--- src/rtl/seq_multiplier.sv ---
// Multi-cycle shift-add multiplier: WIDTH x WIDTH operands, 2*WIDTH product split into halves.
// Signed operands are multiplied as magnitudes and the product is negated on completion.
module seq_multiplier #(
    parameter int WIDTH = 16
) (
    input  logic             clk,
    input  logic             reset_n,
    input  logic             start,
    input  logic             signed_mode,
    input  logic [WIDTH-1:0] in_a,
    input  logic [WIDTH-1:0] in_b,
    output logic             busy,
    output logic             done,
    output logic [WIDTH-1:0] out_lo,
    output logic [WIDTH-1:0] out_hi
);

    localparam int PW = 2 * WIDTH;
    localparam int CW = $clog2(WIDTH + 1);
    localparam logic [CW-1:0]    CNT_ONE   = CW'(1);
    localparam logic [CW-1:0]    LAST_STEP = CW'(WIDTH - 1);
    localparam logic [WIDTH-1:0] W_ONE     = WIDTH'(1);
    localparam logic [PW-1:0]    P_ONE     = PW'(1);

    typedef enum logic [1:0] {
        S_IDLE = 2'b00,
        S_RUN  = 2'b01,
        S_DONE = 2'b10
    } state_t;

    state_t           state_q;
    logic [PW-1:0]    mcand_q;
    logic [WIDTH-1:0] mplier_q;
    logic [PW-1:0]    acc_q;
    logic [CW-1:0]    cnt_q;
    logic             sign_q;
    logic             busy_q;
    logic             done_q;
    logic [WIDTH-1:0] out_lo_q;
    logic [WIDTH-1:0] out_hi_q;

    logic [PW-1:0]    acc_d;
    logic [PW-1:0]    product_d;

    // The most negative value maps to 2^(WIDTH-1), which still fits unsigned in WIDTH bits.
    function automatic logic [WIDTH-1:0] magnitude(input logic [WIDTH-1:0] v, input logic sm);
        if (sm && v[WIDTH-1]) begin
            magnitude = ~v + W_ONE;
        end else begin
            magnitude = v;
        end
    endfunction

    // Accumulator after the current step and the signed-corrected final product.
    always_comb begin
        acc_d     = acc_q;
        product_d = '0;
        if (mplier_q[0]) begin
            acc_d = acc_q + mcand_q;
        end else begin
            acc_d = acc_q;
        end
        if (sign_q) begin
            product_d = ~acc_d + P_ONE;
        end else begin
            product_d = acc_d;
        end
    end

    // Control FSM with datapath registers and registered status/result outputs.
    always_ff @(posedge clk or negedge reset_n) begin
        if (!reset_n) begin
            state_q  <= S_IDLE;
            mcand_q  <= '0;
            mplier_q <= '0;
            acc_q    <= '0;
            cnt_q    <= '0;
            sign_q   <= 1'b0;
            busy_q   <= 1'b0;
            done_q   <= 1'b0;
            out_lo_q <= '0;
            out_hi_q <= '0;
        end else begin
            case (state_q)
                S_IDLE: begin
                    done_q <= 1'b0;
                    if (start) begin
                        mcand_q  <= {{WIDTH{1'b0}}, magnitude(in_a, signed_mode)};
                        mplier_q <= magnitude(in_b, signed_mode);
                        sign_q   <= signed_mode & (in_a[WIDTH-1] ^ in_b[WIDTH-1]);
                        acc_q    <= '0;
                        cnt_q    <= '0;
                        busy_q   <= 1'b1;
                        state_q  <= S_RUN;
                    end else begin
                        busy_q   <= 1'b0;
                        state_q  <= S_IDLE;
                    end
                end
                S_RUN: begin
                    acc_q    <= acc_d;
                    mcand_q  <= mcand_q << 1;
                    mplier_q <= mplier_q >> 1;
                    cnt_q    <= cnt_q + CNT_ONE;
                    if (cnt_q == LAST_STEP) begin
                        out_lo_q <= product_d[WIDTH-1:0];
                        out_hi_q <= product_d[PW-1:WIDTH];
                        busy_q   <= 1'b0;
                        done_q   <= 1'b1;
                        state_q  <= S_DONE;
                    end else begin
                        busy_q   <= 1'b1;
                        done_q   <= 1'b0;
                        state_q  <= S_RUN;
                    end
                end
                S_DONE: begin
                    busy_q  <= 1'b0;
                    done_q  <= 1'b0;
                    state_q <= S_IDLE;
                end
                default: begin
                    busy_q  <= 1'b0;
                    done_q  <= 1'b0;
                    state_q <= S_IDLE;
                end
            endcase
        end
    end

    assign busy   = busy_q;
    assign done   = done_q;
    assign out_lo = out_lo_q;
    assign out_hi = out_hi_q;

endmodule

--- config.mk ---
export PLATFORM = sky130hd
export DESIGN_NAME = seq_multiplier
export DESIGN_NICKNAME = d
export VERILOG_FILES = /design/src/rtl/seq_multiplier.sv
export SDC_FILE = /design/constraint.sdc
export NUM_CORES = 1
export LEC_CHECK = 0
export CAP_MARGIN = 20
export CELL_PAD_IN_SITES_DETAIL_PLACEMENT = 1
export CELL_PAD_IN_SITES_GLOBAL_PLACEMENT = 1
export CORE_MARGIN = 1.5
export CORE_UTILIZATION = 45
export CTS_CLUSTER_DIAMETER = 120
export DETAILED_ROUTE_END_ITERATION = 8
export PLACE_DENSITY_LB_ADDON = 0.1
export SYNTH_ARGS = -nofsm -noshare
export SYNTH_HDL_FRONTEND = slang
export SYNTH_SLANG_ARGS = --single-unit
--- constraint.sdc ---
create_clock -name clk -period 7.9 [get_ports clk]
set_input_delay 0.79 -clock clk [delete_from_list [all_inputs] [get_ports clk]]
set_output_delay 0.79 -clock clk [all_outputs]
set_load 0.02 [all_outputs]
==> run metrics, run 1 <==
crit path launch type=register; setup TNS=0 ns; utilization after layout=53.8%; most common cell after layout, fill and taps aside=nand2_1; routed length per instance=about 20 µm; Syn Area/Cell=around 8.6 µm²; Max Buffers Root-to-Sink=2; Layout Nets=1,070; Critical Path AT=4.32 ns; die area=18,900 µm²; Chip Width=138 µm; Post-DRT Antenna Nets=0; Clock Pin Slew Worst Setup and Hold Paths=0.06 ns; Worst path most repeated cell=nor3_1; row count=just under 50; measured slew at the worst slew-check pin=0.986 ns; layout cells sized above 1=7.04%; Worst Skew=around 0.0067 ns; endpoints failing hold=0; largest net degree at the start of global routing=80; Num CTS Buffers=17; Port Buf Inserts=69; FF-to-FF setup slack=3.87 ns; first-pass GRT wire length=approximately 39,000 µm; post-route clock period utilization=51.1%; Worst-Skew Late Latency=0.43 ns; CTS tree=built; RD Place Congestion=0.869; post-synthesis instance total=946; highest clock rate=roughly 0.25 GHz; Die Y=138 µm; vias per inst=6.09; register area share after synthesis=36.9%; CP cell instances=ha_1 > fa_1 > a21oi_1 > nor4b_1 > nor3_1 > and3_1 > nand3_1 > nor3_1 > o2111ai_2 > o41ai_2 > xor2_1 > o21ai_1; maximum vdd ir drop=~0.21 mV; Final Slew Violations=0; area occupied by multi-input gates=4900 µm²; number of H-tree levels=4; Layout area overhead=17.8%; Ant. Diodes=0; CTS sink count=120; Yosys reg bits=120; routed wire length=about 25,000 µm; # IOs=70; register area=3000 µm²; Initial DRC Count=roughly 410; GRT overflow=0; P per Cell Area=roughly 440 nW/µm²; Filler Cell Count=2,095; hold crit path type=input pin to async pin; fin crit period=4.03 ns; CP max-delay cell=nor3_1; RSZ-0062 raised after global routing=false; vias after detailed routing=7,538; syn nets=1,019; pre-CTS setup slack=3.95 ns; Synth Cell Area=roughly 8100 µm²; initial antenna violation count=0; drt pass-1 iters=5; post-synthesis async set-or-reset flop share=100%; Setup WS post-layout=3.87 ns; DRC=0; Leak=3.99 nW; initial cell density of the core=roughly 46%; Post-CTS Setup Inserts=0; CP peak stage delay=a little over 0.6 ns; total track usage=27.0%; Max Cap Viol=0; DP HPWL=17,800 µm; CTS Hold Bufs=0; number of flops mapped to enable cells by yosys=0; Slew headroom=between 30% and 40%; CP Class=register to register; Distinct cells, synth=80; post-cts resize count=0; overall power=roughly 0.0042 W; number of global-route vias before repair=7,658; Root Buffer=clkbuf_16; CP Max Fanout=6; CP endpoint kind=register; outcome=finished clean; Post-synth top flop=dfrtp_1; Placeable Area=17,800 µm²; setup violators final=0; synth warn=0; CP required=8.19 ns; commonest non-fill, non-tap cells in the layout=nand2_1 (125), dfrtp_1 (120), o21ai_0 (105)
[cell families after synthesis]
kind of cell               synth area share [%]
DFF                                        36.9
buffers and inverters                      3.24
xor gates and xnor gates                   6.67
and+or+nand+nor                            18.7
muxes                                      1.43
AOI/OAI and AO/OA                          27.3
adders and majority gates                  5.78
[critical path, delay by kind of cell, from the launching register on]
| family | cells | cell delay [ns] |
|---|---|---|
| XOR/XNOR | 1 | 0.19 |
| adder cells (fa/ha/maj) | 2 | 0.73 |
| AO/OA/AOI/OAI | 4 | 0.94 |
| flip-flops | 1 | 0.40 |
| AND/OR/NAND/NOR | 5 | 1.62 |
[through the flow]
step                      hold slack, ns  cell area, µm²  cells
after floorplan                    0.450            8150    946
after global placement             0.464            9020   1206
after detailed placement           0.474            9020   1206
after CTS                          0.354            9570   1237
after global routing               0.380            9600   1238
final                              0.344            9600   1238
[cell usage after synthesis (all sizes together) (6+ instances only)]
master  instances  area [µm²]
a22oi          31         233
nand2         126         473
xor2           24         210
dfrtp         120        3000
nor2           54         203
a211oi         12         113
a31oi           8        50.1
clkbuf         37         139
nor2b           6        37.5
a21oi          63         323
or3             9        61.3
inv            21        78.8
ha             36         450
o22ai          10        62.6
a21o            6        45.0
a22o           24         210
nand4          16         106
buf             9        42.5
nor3           27         140
o31ai          13         108
xnor2          38         333
nand3          25         130
and3            9        56.3
nor4            6        37.5
nand2b          8        50.1
mux2i           9        90.1
o21ai         119         599
[final cells by class]
type	count	share of cell area, %
clock buffer	20	4.66
clock inverter	11	1.06
inverter	22	0.861
multi-input combinational	758	51.1
sequential	120	31.3
tap	229	2.99
timing repair buffer	78	8.08
[power breakdown]
| group | total [W] | internal [W] | leakage (nW) | switching (W) |
|---|---|---|---|---|
| clock | 0.000738 | 0.000438 | 0.258 | 0.000300 |
| sequential | 0.00110 | 0.000865 | 1.56 | 0.000237 |
| combinational | 0.00240 | 0.000906 | 2.17 | 0.00149 |
[sequential cells by signal, indices dropped and copies added, names as in the netlist]
register	cells
out_lo	16
mplier_q	16
cnt_q	5
out_hi	16
state_q	1
mcand_q	32
done	1
acc_q	32
sign_q	1
[layer usage]
| layer | share of wire, % | global-route usage [%] |
|---|---|---|
| met5 | 0 | 0 |
| met4 | 3.7 | 12.6 |
| met3 | 2.7 | 3.83 |
| met2 | 52 | 49.6 |
| met1 | 42 | 30.6 |
[final timing paths]
check	depth (start not counted)	startpoint	end
min in group clk	2	out_hi[0]	out_hi[0]
max	12	mcand_q[0]	out_hi[11]
max reg2reg	12	mcand_q[0]	out_hi[11]
min reg2reg	2	out_hi[0]	out_hi[0]
max in group asynchronous	3	reset_n	out_hi[7]
min	1	reset_n	mcand_q[22]
(Power assumes the default switching activity.)
==> run 2: changes to the inputs <==
==> constraint.sdc (replaced) <==
create_clock -name clk -period 4 [get_ports clk]
set_input_delay 0.4 -clock clk [delete_from_list [all_inputs] [get_ports clk]]
set_output_delay 0.4 -clock clk [all_outputs]
set_load 0.02 [all_outputs]
==> run 2 against run 1 <==
  * Die area unchanged
  * Flip-flop and latch count unchanged
  * Clock skew increased by 0.0061 ns
  * Critical endpoint is now out_hi[13]
  * Largest cell class unchanged
  * Highest routed layer unchanged
==> run metrics, run 2 (synthesis gave the netlist of run 1 again) <==
utilization after layout=55.4%; Chip Width=138 µm; vias after detailed routing=7,585; Max Buffers Root-to-Sink=2; Critical Path AT=around 4.2 ns; number of global-route vias before repair=approximately 7,900; Clock Pin Slew Worst Setup and Hold Paths=0.07 ns; DP HPWL=18,500 µm; initial cell density of the core=~46%; setup TNS=0 ns; maximum vdd ir drop=0.350 mV; Initial DRC Count=292; row count=49; crit path launch type=register; Layout area overhead=21.3%; drt pass-1 iters=4; Filler Cell Count=2,073; GRT overflow=0; CP Class=register to register; CP required=4.37 ns; RD Place Congestion=slightly below 0.9; Layout Nets=1,088; Worst Skew=0.0128 ns; Slew headroom=roughly a quarter; post-route clock period utilization=95.1%; CP Max Fanout=6; Leak=4.12 nW; initial antenna violation count=0; measured slew at the worst slew-check pin=about 1.1 ns; CP bufs+invs=1; CP peak stage delay=0.52 ns; layout cells sized above 1=9.73%; commonest non-fill, non-tap cells in the layout=nand2_1 (125), dfrtp_1 (120), o21ai_0 (105); crit-path leading delay family=compound AO/OA/AOI/OAI gates; routed length per instance=19.9 µm; Num CTS Buffers=17; # IOs=70; routed wire length=25,000 µm; CP endpoint kind=register; P per Cell Area=895 nW/µm²; die area=between 15,000 and 20,000 µm²; pre-CTS setup slack=0.104 ns; Root Buffer=clkbuf_16; number of H-tree levels=4; first-pass GRT wire length=40,200 µm; design area=9880 µm²; Max Cap Viol=0; hold crit path type=input pin to async pin; Die Y=138 µm; critical path depth in cells=13; Worst path most repeated cell=nor3_1; CP max-delay cell=nor3b_1; CTS sink count=120; Post-DRT Antenna Nets=0; setup violators final=0; CTS tree=built; DRC=0; endpoints failing hold=0; r2r endpoint=out_hi[13]; total track usage=27.6%; Final Slew Violations=0; depth of the worst register-to-register path=13; Setup WS post-layout=0.194 ns; vias per inst=6.03; highest clock rate=0.263 GHz; hold_ws=0.102 ns; most common cell after layout, fill and taps aside=nand2_1; largest net degree at the start of global routing=72; Largest regs=acc_q (32), mcand_q (32); Port Buf Inserts=69; Placeable Area=17,800 µm²; worst reg2reg path startpoint=mcand_q[0]; CP cell instances=ha_1 > fa_1 > a211oi_4 > o211ai_2 > buf_4 > a211oi_1 > nor3_1 > nor3b_1 > nor3_2 > o2111ai_4 > nor3_1 > a211o_1 > nand3_1; dpl cell area=9170 µm²; Worst-Skew Late Latency=0.44 ns; fin crit period=3.81 ns; FF-to-FF setup slack=0.19 ns; Ant. Diodes=0; outcome=finished clean
run 2: report_power, final:
part | switching (W) | internal, W
logic | 0.00306 | 0.00196
registers | 0.000473 | 0.00171
clock network | 0.000646 | 0.000997
run 2: area by class of cell:
class | count | area (µm²) | share of cell area, %
inverter | 22 | 82.6 | 0.836
clock buffer | 18 | 429 | 4.34
timing repair buffer | 96 | 916 | 9.27
tap | 229 | 287 | 2.90
multi-input combinational | 758 | 4980 | 50.4
sequential | 120 | 3000 | 30.4
clock inverter | 14 | 186 | 1.89
run 2: stage by stage:
step,cells,power [W]
after floorplan,946,0.00535
after global placement,1222,0.00690
after detailed placement,1222,0.00704
after CTS,1254,0.00875
after global routing,1257,0.00944
final,1257,0.00884
run 2: repair_timing:
action | in CTS | in global routing
setup endpoints to repair | 1 | 11
hold buffers | 0 | 0
gates resized for setup | 1 | 11
pin swaps | 0 | 1
setup buffers | 0 | 3
run 2: worst max-delay path by stage:
stage	startpoint	to	slack (ns)
finish	mcand_q[0]	out_hi[13]	0.19
global route	mcand_q[0]	out_hi[12]	-0.004
CTS	mcand_q[0]	out_hi[11]	0.02
detailed placement	mcand_q[0]	out_hi[11]	0.10
global placement	mcand_q[0]	out_hi[11]	0.21
floorplan	mcand_q[0]	out_hi[11]	0.56
run 2: worst register-to-register path, stage by stage, from the launching register on:
cell	delay (ns)
dfrtp_1	0.40
ha_1	0.28
fa_1	0.48
a211oi_4	0.31
o211ai_2	0.13
buf_4	0.18
a211oi_1	0.34
nor3_1	0.11
nor3b_1	0.52
nor3_2	0.12
o2111ai_4	0.37
nor3_1	0.12
a211o_1	0.31
nand3_1	0.07
run 2: layer usage:
metal | GRT usage (%) | share of wire [%]
met2 | 49.3 | 51
met5 | 0 | 0
met1 | 31.1 | 41
met4 | 16.5 | 5.0
met3 | 3.79 | 2.3
